--- config.mk ---
export PLATFORM = sky130hd
export DESIGN_NAME = t1_core
export DESIGN_NICKNAME = d
export VERILOG_FILES = /design/src/rtl/t1_pkg.sv /design/src/rtl/t1_axis_dda.sv /design/src/rtl/t1_core.sv
export SDC_FILE = /design/constraint.sdc
export NUM_CORES = 1
export LEC_CHECK = 0
export CORE_UTILIZATION = 58
export DETAILED_ROUTE_END_ITERATION = 10
export PLACE_DENSITY = 0.81
export SKIP_CTS_REPAIR_TIMING = 1
export SYNTH_ARGS = -nofsm -noshare
export SYNTH_HDL_FRONTEND = slang
export SYNTH_HIERARCHICAL = 1
export SYNTH_SLANG_ARGS = --single-unit
--- constraint.sdc ---
create_clock -name clk -period 4.06 [get_ports clk]
set_clock_uncertainty 0.1 [all_clocks]
set_input_delay 0.406 -clock clk [delete_from_list [all_inputs] [get_ports clk]]
set_output_delay 0.406 -clock clk [all_outputs]
set_load 0.02 [all_outputs]
--- src/rtl/t1_pkg.sv ---
// t1_pkg: shared FSM state types, packet layout and segment staging record
package t1_pkg;
   typedef enum logic {FETCH, FULL} fetch_state_t;
   typedef enum logic [1:0] {IDLE, RUN, DRAIN} exec_state_t;
   localparam int HDR_BYTES = 2;
   localparam int MAX_AXES  = 8;
   typedef struct packed {
      logic [15:0]                dur;
      logic [MAX_AXES-1:0][7:0]   mag;
      logic [MAX_AXES-1:0]        dir;
   } segment_t;
   // |s| limited to the segment duration; -128 maps to 128 before limiting
   function automatic logic [7:0] clamp_mag(input logic [7:0] s, input logic [15:0] d);
      logic [7:0] a;
      a = s[7] ? 8'(-s) : s;
      return ({8'd0, a} > d) ? d[7:0] : a;
   endfunction
endpackage

--- src/rtl/t1_axis_dda.sv ---
// t1_axis_dda: one-axis DDA step spreader with step pulse stretcher
module t1_axis_dda import t1_pkg::*; #(
   parameter int DUR_W   = 16,
   parameter int PULSE_W = 5
) (
   input  logic             clk,
   input  logic             N_reset,
   input  logic             load,
   input  logic             tick,
   input  logic [7:0]       m,
   input  logic [DUR_W-1:0] D,
   output logic             step,
   output logic             pulse_active
);
   localparam int AW = DUR_W + 1;
   localparam int PW = $clog2(PULSE_W + 1);
   logic [7:0]    mag;
   logic [AW-1:0] acc, sum;
   logic          fire;
   logic [PW-1:0] pcnt;
   assign sum          = acc + AW'(mag);
   assign fire         = tick && sum >= {1'b0, D};
   assign step         = pcnt != '0;
   assign pulse_active = step;
   // accumulate m per tick, wrap by D and stretch each overflow into a pulse
   always_ff @(posedge clk) begin
      if (!N_reset) begin
         mag  <= '0;
         acc  <= '0;
         pcnt <= '0;
      end else begin
         if (load) begin
            mag <= m;
            acc <= '0;
         end else if (tick) acc <= fire ? sum - {1'b0, D} : sum;
         pcnt <= fire ? PW'(PULSE_W) : pcnt - PW'(step);
      end
   end
endmodule

--- src/rtl/t1_core.sv ---
// t1_core: segment byte-stream fetch, one-deep staging and multi-axis step/dir generation
module t1_core import t1_pkg::*; #(
   parameter int NUM_AXES = 3,
   parameter int TICK_DIV = 25,
   parameter int PULSE_W  = 5,
   parameter int DUR_W    = 16
) (
   input  logic                clk,
   input  logic                N_reset,
   input  logic                data_ready,
   input  logic [7:0]          data,
   output logic                data_request,
   output logic [0:NUM_AXES-1] step,
   output logic [0:NUM_AXES-1] dir,
   output logic                busy
);
   localparam int CW = $clog2(TICK_DIV);
   fetch_state_t        fetch_q, fetch_d;
   exec_state_t         exec_q, exec_d;
   segment_t            stage;
   logic                rdy_q, accept, last_byte, ld, ld_run, tick, seg_done, any_pulse;
   logic [3:0]          idx;
   logic [2:0]          slot;
   logic [CW-1:0]       cnt;
   logic [DUR_W-1:0]    dur, tk;
   logic [NUM_AXES-1:0] pact;
   assign accept    = data_request && data_ready && !rdy_q;
   assign last_byte = accept && idx == 4'(NUM_AXES + HDR_BYTES - 1);
   assign slot      = 3'(idx - 4'(HDR_BYTES));
   assign any_pulse = |pact;
   assign ld        = fetch_q == FULL && exec_q != RUN && !any_pulse;
   assign ld_run    = ld && stage.dur != '0;
   assign tick      = exec_q == RUN && cnt == CW'(TICK_DIV - 1);
   assign seg_done  = tick && tk == dur - DUR_W'(1);
   assign busy      = exec_q != IDLE || fetch_q == FULL;
   // fetch and exec state registers
   always_ff @(posedge clk) begin
      if (!N_reset) begin
         fetch_q <= FETCH;
         exec_q  <= IDLE;
      end else begin
         fetch_q <= fetch_d;
         exec_q  <= exec_d;
      end
   end
   // fetch fills staging until the last byte, then waits for the load to drain it
   always_comb begin
      fetch_d = fetch_q == FETCH ? (last_byte ? FULL : FETCH) : (ld ? FETCH : FULL);
   end
   // exec runs D ticks, then drains until pulses end, chaining straight into a staged load
   always_comb begin
      exec_d = exec_q;
      if (exec_q == RUN) exec_d = seg_done ? DRAIN : RUN;
      else if (ld_run) exec_d = RUN;
      else if (!any_pulse) exec_d = IDLE;
   end
   // byte handshake, staging capture, load of direction/duration and tick timing
   always_ff @(posedge clk) begin
      if (!N_reset) begin
         rdy_q        <= 1'b0;
         data_request <= 1'b0;
         idx          <= '0;
         stage        <= '0;
         dur          <= '0;
         tk           <= '0;
         cnt          <= '0;
         dir          <= '0;
      end else begin
         rdy_q        <= data_ready;
         data_request <= fetch_d == FETCH && !accept;
         if (accept) begin
            idx <= last_byte ? 4'd0 : idx + 4'd1;
            if (idx == 4'd0) stage.dur[7:0] <= data;
            else if (idx == 4'd1) stage.dur[15:8] <= data;
            else begin
               stage.mag[slot] <= clamp_mag(data, stage.dur);
               stage.dir[slot] <= !data[7];
            end
         end
         if (ld_run) begin
            dur <= DUR_W'(stage.dur);
            tk  <= '0;
            cnt <= '0;
            for (int a = 0; a < NUM_AXES; a++) dir[a] <= stage.dir[a];
         end else if (exec_q == RUN) begin
            cnt <= tick ? '0 : cnt + CW'(1);
            if (tick) tk <= tk + DUR_W'(1);
         end
      end
   end
   for (genvar i = 0; i < NUM_AXES; i++) begin : g_axis
      t1_axis_dda #(.DUR_W(DUR_W), .PULSE_W(PULSE_W)) u_dda (
         .clk(clk), .N_reset(N_reset), .load(ld_run), .tick(tick), .m(stage.mag[i]),
         .D(dur), .step(step[i]), .pulse_active(pact[i])
      );
   end
endmodule

# [Word-level counts from Yosys, hierarchy flattened]
# Index checks and enable logic that the tools add are counted.
[totals] register_bits=221 input_bits=11 output_inout_bits=8 wordCells=120
[op_classes] n_addsub=15 order_cmp=6 eq_ne=7 n_mux=23 bitwise_logic=4 n_reduce_logical=33
[ops] cell="64-bit bitwise mux" n=1
[ops] cell="17-bit by 8-bit adder with 17-bit output" n=3
[ops] cell="17-bit by 16-bit >= comparator with 1-bit output" n=3
[ops] cell="17-bit 2-to-1 mux" n=3
[ops] cell="17-bit by 16-bit subtractor with 17-bit output" n=3
[ops] cell="8-bit demux with 3-bit select" n=1
[ops] cell="8-bit 2-to-1 mux" n=3
[ops] cell="16-bit by 1-bit adder with 16-bit output (second input constant)" n=1
[ops] cell="16-bit equality test" n=1
[ops] cell="8-bit by 16-bit > comparator with 1-bit output" n=1
[ops] cell="16-bit nonzero test" n=1
[ops] cell="16-bit by 1-bit subtractor with 16-bit output (second input constant)" n=1
[ops] cell="1-bit logical AND" n=13
[ops] cell="3-bit 2-to-1 mux" n=3
[ops] cell="3-bit nonzero test" n=3
[ops] cell="3-bit by 1-bit subtractor with 3-bit output" n=3
[ops] cell="8-bit bitwise mux" n=1
[ops] cell="2-bit 2-to-1 mux" n=4
[ops] cell="8-bit negator" n=1
[ops] cell="2-bit OR reduction" n=4
[ops] cell="3-bit AND reduction" n=2
[ops] cell="5-bit by 1-bit adder with 5-bit output (second input constant)" n=1
[ops] cell="5-bit equality test (second input constant)" n=1
[ops] cell="5-bit 2-to-1 mux" n=1
[ops] cell="other kinds (19)" n=29

# [Logic depth before layout (Yosys ltp)]
# Gate-level depths: netlist (run 1).
[depth] word_depth=8 depth_mapped=16 mapped_depth_nobuf=15

# [Hierarchy]
# The synthesis (run 1) kept the hierarchy.
[by_module_without_submodules] mod="t1_axis_dda (g_axis[1].u_dda ...)" instances=2 cells_each=336 area_each_um2=2742.6 seq_area_each_um2=560.5
[by_module_without_submodules] mod="t1_core" instances=1 cells_each=533 area_each_um2=4668.2 seq_area_each_um2=1841.8
[by_module_without_submodules] mod="t1_axis_dda (g_axis[0].u_dda)" instances=1 cells_each=325 area_each_um2=2696.3 seq_area_each_um2=560.5

# [Worst setup path after synthesis (run 1)]
# Ideal clock, no wire load.
[synth_timing] path_kind="register to register" start="reg g_axis[0].u_dda.mag[0]" end="reg g_axis[0].u_dda.acc[13]" setup_ns=0.077 arrival_time_ns=3.898 required_time_ns=3.883 path_slack_ns=-0.015 stages_incl_launch_ff=16 n_path_buf=1 period_less_slack_ns=4.075 path_cell_list="dfxtp_1 -> ha_1 -> fa_1 -> a21o_1 -> a221oi_2 -> a21oi_1 -> nand3_1 -> xnor2_1 -> ha_1 -> clkbuf_1 -> a21oi_1 -> o21ai_0 -> nor2b_1 -> nor3_4 -> or4b_1 -> a41oi_2"
[synth_via] elab_chain_cells=4 elab_cells_between_ends=5 classes_between="add/sub: 2; order compare: 1; mux: 1; reduce/logical: 1"
[synth_rtl] item="from (decl)" line_no="t1_axis_dda.sv:17" rtl="logic [7:0] mag;"
[synth_rtl] item="from (signal assigned)" line_no="t1_axis_dda.sv:33" rtl="mag <= m;"
[synth_rtl] item="17-bit by 8-bit adder with 17-bit output *" line_no="t1_axis_dda.sv:21" rtl="assign sum = acc + AW'(mag);"
[synth_rtl] item="17-bit by 16-bit >= comparator with 1-bit output" line_no="t1_axis_dda.sv:22" rtl="assign fire = tick && sum >= {1'b0, D};"
[synth_rtl] item="1-bit logical AND" line_no="t1_axis_dda.sv:22"
[synth_rtl] item="17-bit 2-to-1 mux *" line_no="t1_axis_dda.sv:35" rtl="end else if (tick) acc <= fire ? sum - {1'b0, D} : sum;"
[synth_rtl] item="to (signal assigned)" line_no="t1_axis_dda.sv:35"
[synth_rtl] item="to (decl)" line_no="t1_axis_dda.sv:18" rtl="logic [AW-1:0] acc, sum;"
# Mark *: on every way between the ends. The rest lies on a longest branch, timed or not.
# A chain may end at the register's enable or synchronous reset.

# [Final worst setup path (run 1)]
[layout_timing] start="reg g_axis[0].u_dda.acc[0]" end="reg g_axis[0].u_dda.acc[1]"
[layout_via] elab_chain_cells=4 elab_cells_between_ends=5 classes_between="add/sub: 2; order compare: 1; mux: 1; reduce/logical: 1"
[layout_rtl] item="17-bit by 8-bit adder with 17-bit output *" line_no="t1_axis_dda.sv:21"
[layout_rtl] item="17-bit by 16-bit >= comparator with 1-bit output" line_no="t1_axis_dda.sv:22"
[layout_rtl] item="1-bit logical AND" line_no="t1_axis_dda.sv:22"
[layout_rtl] item="17-bit 2-to-1 mux *" line_no="t1_axis_dda.sv:35"
# Marked as above.

==> impl_metrics.ini, run 1 <==
[layout]
fin_nets = 1693
area_growth_pct = 12.8
design_area_um2 = 14500
final_common_cell = dfxtp_1
post-route-util_pct = 66.6
layout-drive-gt1-share_pct = 13.0
diodes = 0
final_cell_mix = 173 x dfxtp_1, 109 x nand2_1, 93 x inv_1, 89 x ha_1, 83 x o21ai_0

[yosys]
synthXorXnorAreaFrac_pct = 8.02
synth_compound_area_share_pct = 20.3
synth_area_per_cell_um2 = 8.40
async_reset_ff_share_pct = 0
syn_inst = 1530
synth_top_flop_cell = dfxtp_1
synthTopCellsByArea = dfxtp_1 27%, ha_1 9.2%, mux2i_1 6.1%
yosys.area.top_type = dfxtp_1
synth_edf_count = 0
synth_top_family_by_area = simple AND/OR/NAND/NOR gates
synth_nets = 1641
synth_top_area_share_pct = 27.4
synth_area_um2 = 12800
ys_seq_elements = 176
synth_fa_ha_area_share_pct = 10.1
ys_types = 93
synth.mux.area_fraction_pct = 6.37
seq_area_frac_synth_pct = 27.4
yosys_warnings = 6
yosys.area_share.simple_pct = 22.3

[floorplan]
coreArea_um2 = 21800
rows = 54
die_x_um = 151
die_area_um2 = 22800
io_pins = 19
initial_utilization_pct = 59.1
dieHeight_um = 151

[timing]
period_needed_ns = 4.10
hold_viol_final = 0
setup_violations = 5
drv_slew = 0
slew_headroom_pct = 39.8
fin_crit_sh_pct = 101
clock.fmax_ghz = 0.244
rsz0062_at_grt = yes
hold_slack_ns = 0.302
tightest_slew_ns = 0.900
worst_slack_ns = -0.0408

[power]
pwr_density_cell_nw_per_um2 = 270
ir_worst_vdd_mv = 0.354
leakage_nw = 6.04

[clock_tree]
clk_latency_ns = 0.44
clk_path_buf_depth = 2
htreeDepth = 4
clk_pin_slew_ns = 0.08
tritoncts = built
cts_buffers = 17
root_buffer = clkbuf_16
clock-sinks = 176

[detailed_routing]
drtIter0Drc = 1053
drt-pass1-iter-count = 8
antenna_left = 0
wl_met3_um = 2310
route.met2.wl_um = 16600
top_layer = met4
wl_um = 34700
vias = 11734
via_per_inst = 6.26
wl_per_cell_um = 18.5
wl_met1_um = 14600
drcViolationCount = 0

[placed_design]
pre_cts_ws_ns = -0.111
port_buffers = 18
place_congestion = 0.953
placed_area_um2 = 13500
dp_hpwl_um = 24000

[critical_path]
slowest_delay_ns = 0.43
worst_path_most_repeated_cell = a21o_1
crit_chain = ha_4 > fa_2 > a21o_1 > a221oi_4 > a21oi_4 > nand4_1 > xnor2_2 > ha_1 > a21o_1 > a21oi_2 > nand2b_1 > mux2_4 > nor3_4 > buf_6 > mux2i_1 > a21oi_1
cp_data_arrival_time_ns = 4.31
cp.required_ns = 4.27
path_max_fanout = 7
crit_type = reg2reg
crit_path_start_kind = register
cp_slowest_cell = a221oi_4
cp-end-kind = register

[global_route]
grt_max_degree = 51
track_usage_pct = 29.8
gr-total-overflow = 0
antenna_found_initial = 0
grt_pass1_wl_um = 53500
grt_pass1_vias = 10784

[status]
violations = negative setup slack
run_status = finished, violations left

[job]
maxCapViolCount = 0

[min_path]
hp-class = in2reg
kinds of logic (layout without fill, tap and decap cells):
family,after synthesis,count (layout)
AND/OR/NAND/NOR,514,514
AO/OA/AOI/OAI,385,385
flip-flops,176,176
buffers and inverters,158,223
XOR/XNOR,116,116
adder cells (fa/ha/maj),100,100
multiplexers,81,81
metal layers:
layer	global-route usage (%)	vias up
li1	-	5632
met1	38.0	5536
met2	49.4	472
met3	4.49	94
met4	13.8	0
met5	0	-
cells in the mapped netlist, drive strengths merged, types with 5 or more instances:
cell,instances
nor2,83
nand4,36
inv,93
nor3,35
and3,27
o311ai,8
nor4,12
nand4b,6
a31oi,23
fa,6
o211ai,9
a211oi,21
nor2b,65
o21a,20
or3,17
a21o,24
xor2,46
nand3b,14
a21oi,87
o22ai,10
buf,20
nor4b,5
xnor2,70
nand2b,21
a21boi,24
mux2i,78
or2,5
nand2,111
ha,94
o21bai,9
nand3,50
clkbuf,43
a41oi,6
and2,8
dfxtp,176
o21ai,96
o211a,5
a221oi,6
state kept, by name, summed over array words and instances, names as in the netlist:
name               count
g_axis.u_dda/mag      24
idx                    4
dir                    3
g_axis.u_dda/acc      51
dur                   16
rdy_q                  1
cnt                    5
exec_q                 2
tk                    16
g_axis.u_dda/pcnt      9
data_request           1
stage                 43
fetch_q                1
through the flow:
step	instances	power [W]	setup TNS, ns
after floorplan	1530	0.00214	0
after global placement	1823	0.00226	-0.0297
after detailed placement	1823	0.00228	-0.748
after CTS	1855	0.00392	-1.12
after global routing	1875	0.00404	-2.26
final	1875	0.00391	-0.126
power by group:
group / internal (W) / switching [W]
combinational: 0.000198 / 0.000248
clock: 0.000839 / 0.000824
sequential: 0.00177 / 0.0000303
total: 0.00280 / 0.00110
worst max-delay path: cells and delay by family (launching register included):
family,cells,cell delay (ns)
xor gates and xnor gates,1,0.09
DFF,1,0.34
buffers and inverters,1,0.23
and+or+nand+nor,3,0.59
adders and majority gates,3,0.85
AOI/OAI and AO/OA,6,1.26
muxes,2,0.50
worst paths after layout:
check / startpoint / end / slack, ns / cells after the start
setup / recovery: g_axis[0].u_dda/acc[0]$_SDFFE_PP0P_ / g_axis[0].u_dda/acc[1]$_SDFFE_PP0P_ / -0.04 / 16
hold / removal: N_reset / stage[2]$_SDFFE_PN0P_ / 0.30 / 2
setup reg to reg: g_axis[0].u_dda/acc[0]$_SDFFE_PP0P_ / g_axis[0].u_dda/acc[1]$_SDFFE_PP0P_ / -0.04 / 16
hold reg to reg: stage[27]$_SDFFE_PN0P_ / stage[27]$_SDFFE_PN0P_ / 0.38 / 2
cell type report:
class | instances | area (µm²)
multi-input cells | 1196 | 8840
fillers | 1713 | 7260
flip-flops and latches | 176 | 3530
repair buffers | 97 | 835
clock buffers | 19 | 443
inverters | 94 | 353
well taps | 280 | 350
clock inverters | 13 | 144
Power figures use the tool's default switching activity.
==> run 2: changes to the inputs <==
Settings changed: CTS_CLUSTER_SIZE set to 8, SLEW_MARGIN set to 20.
==> results of run 2 <==
No change in the layout: final DEF, timing and power equal those of run 1.
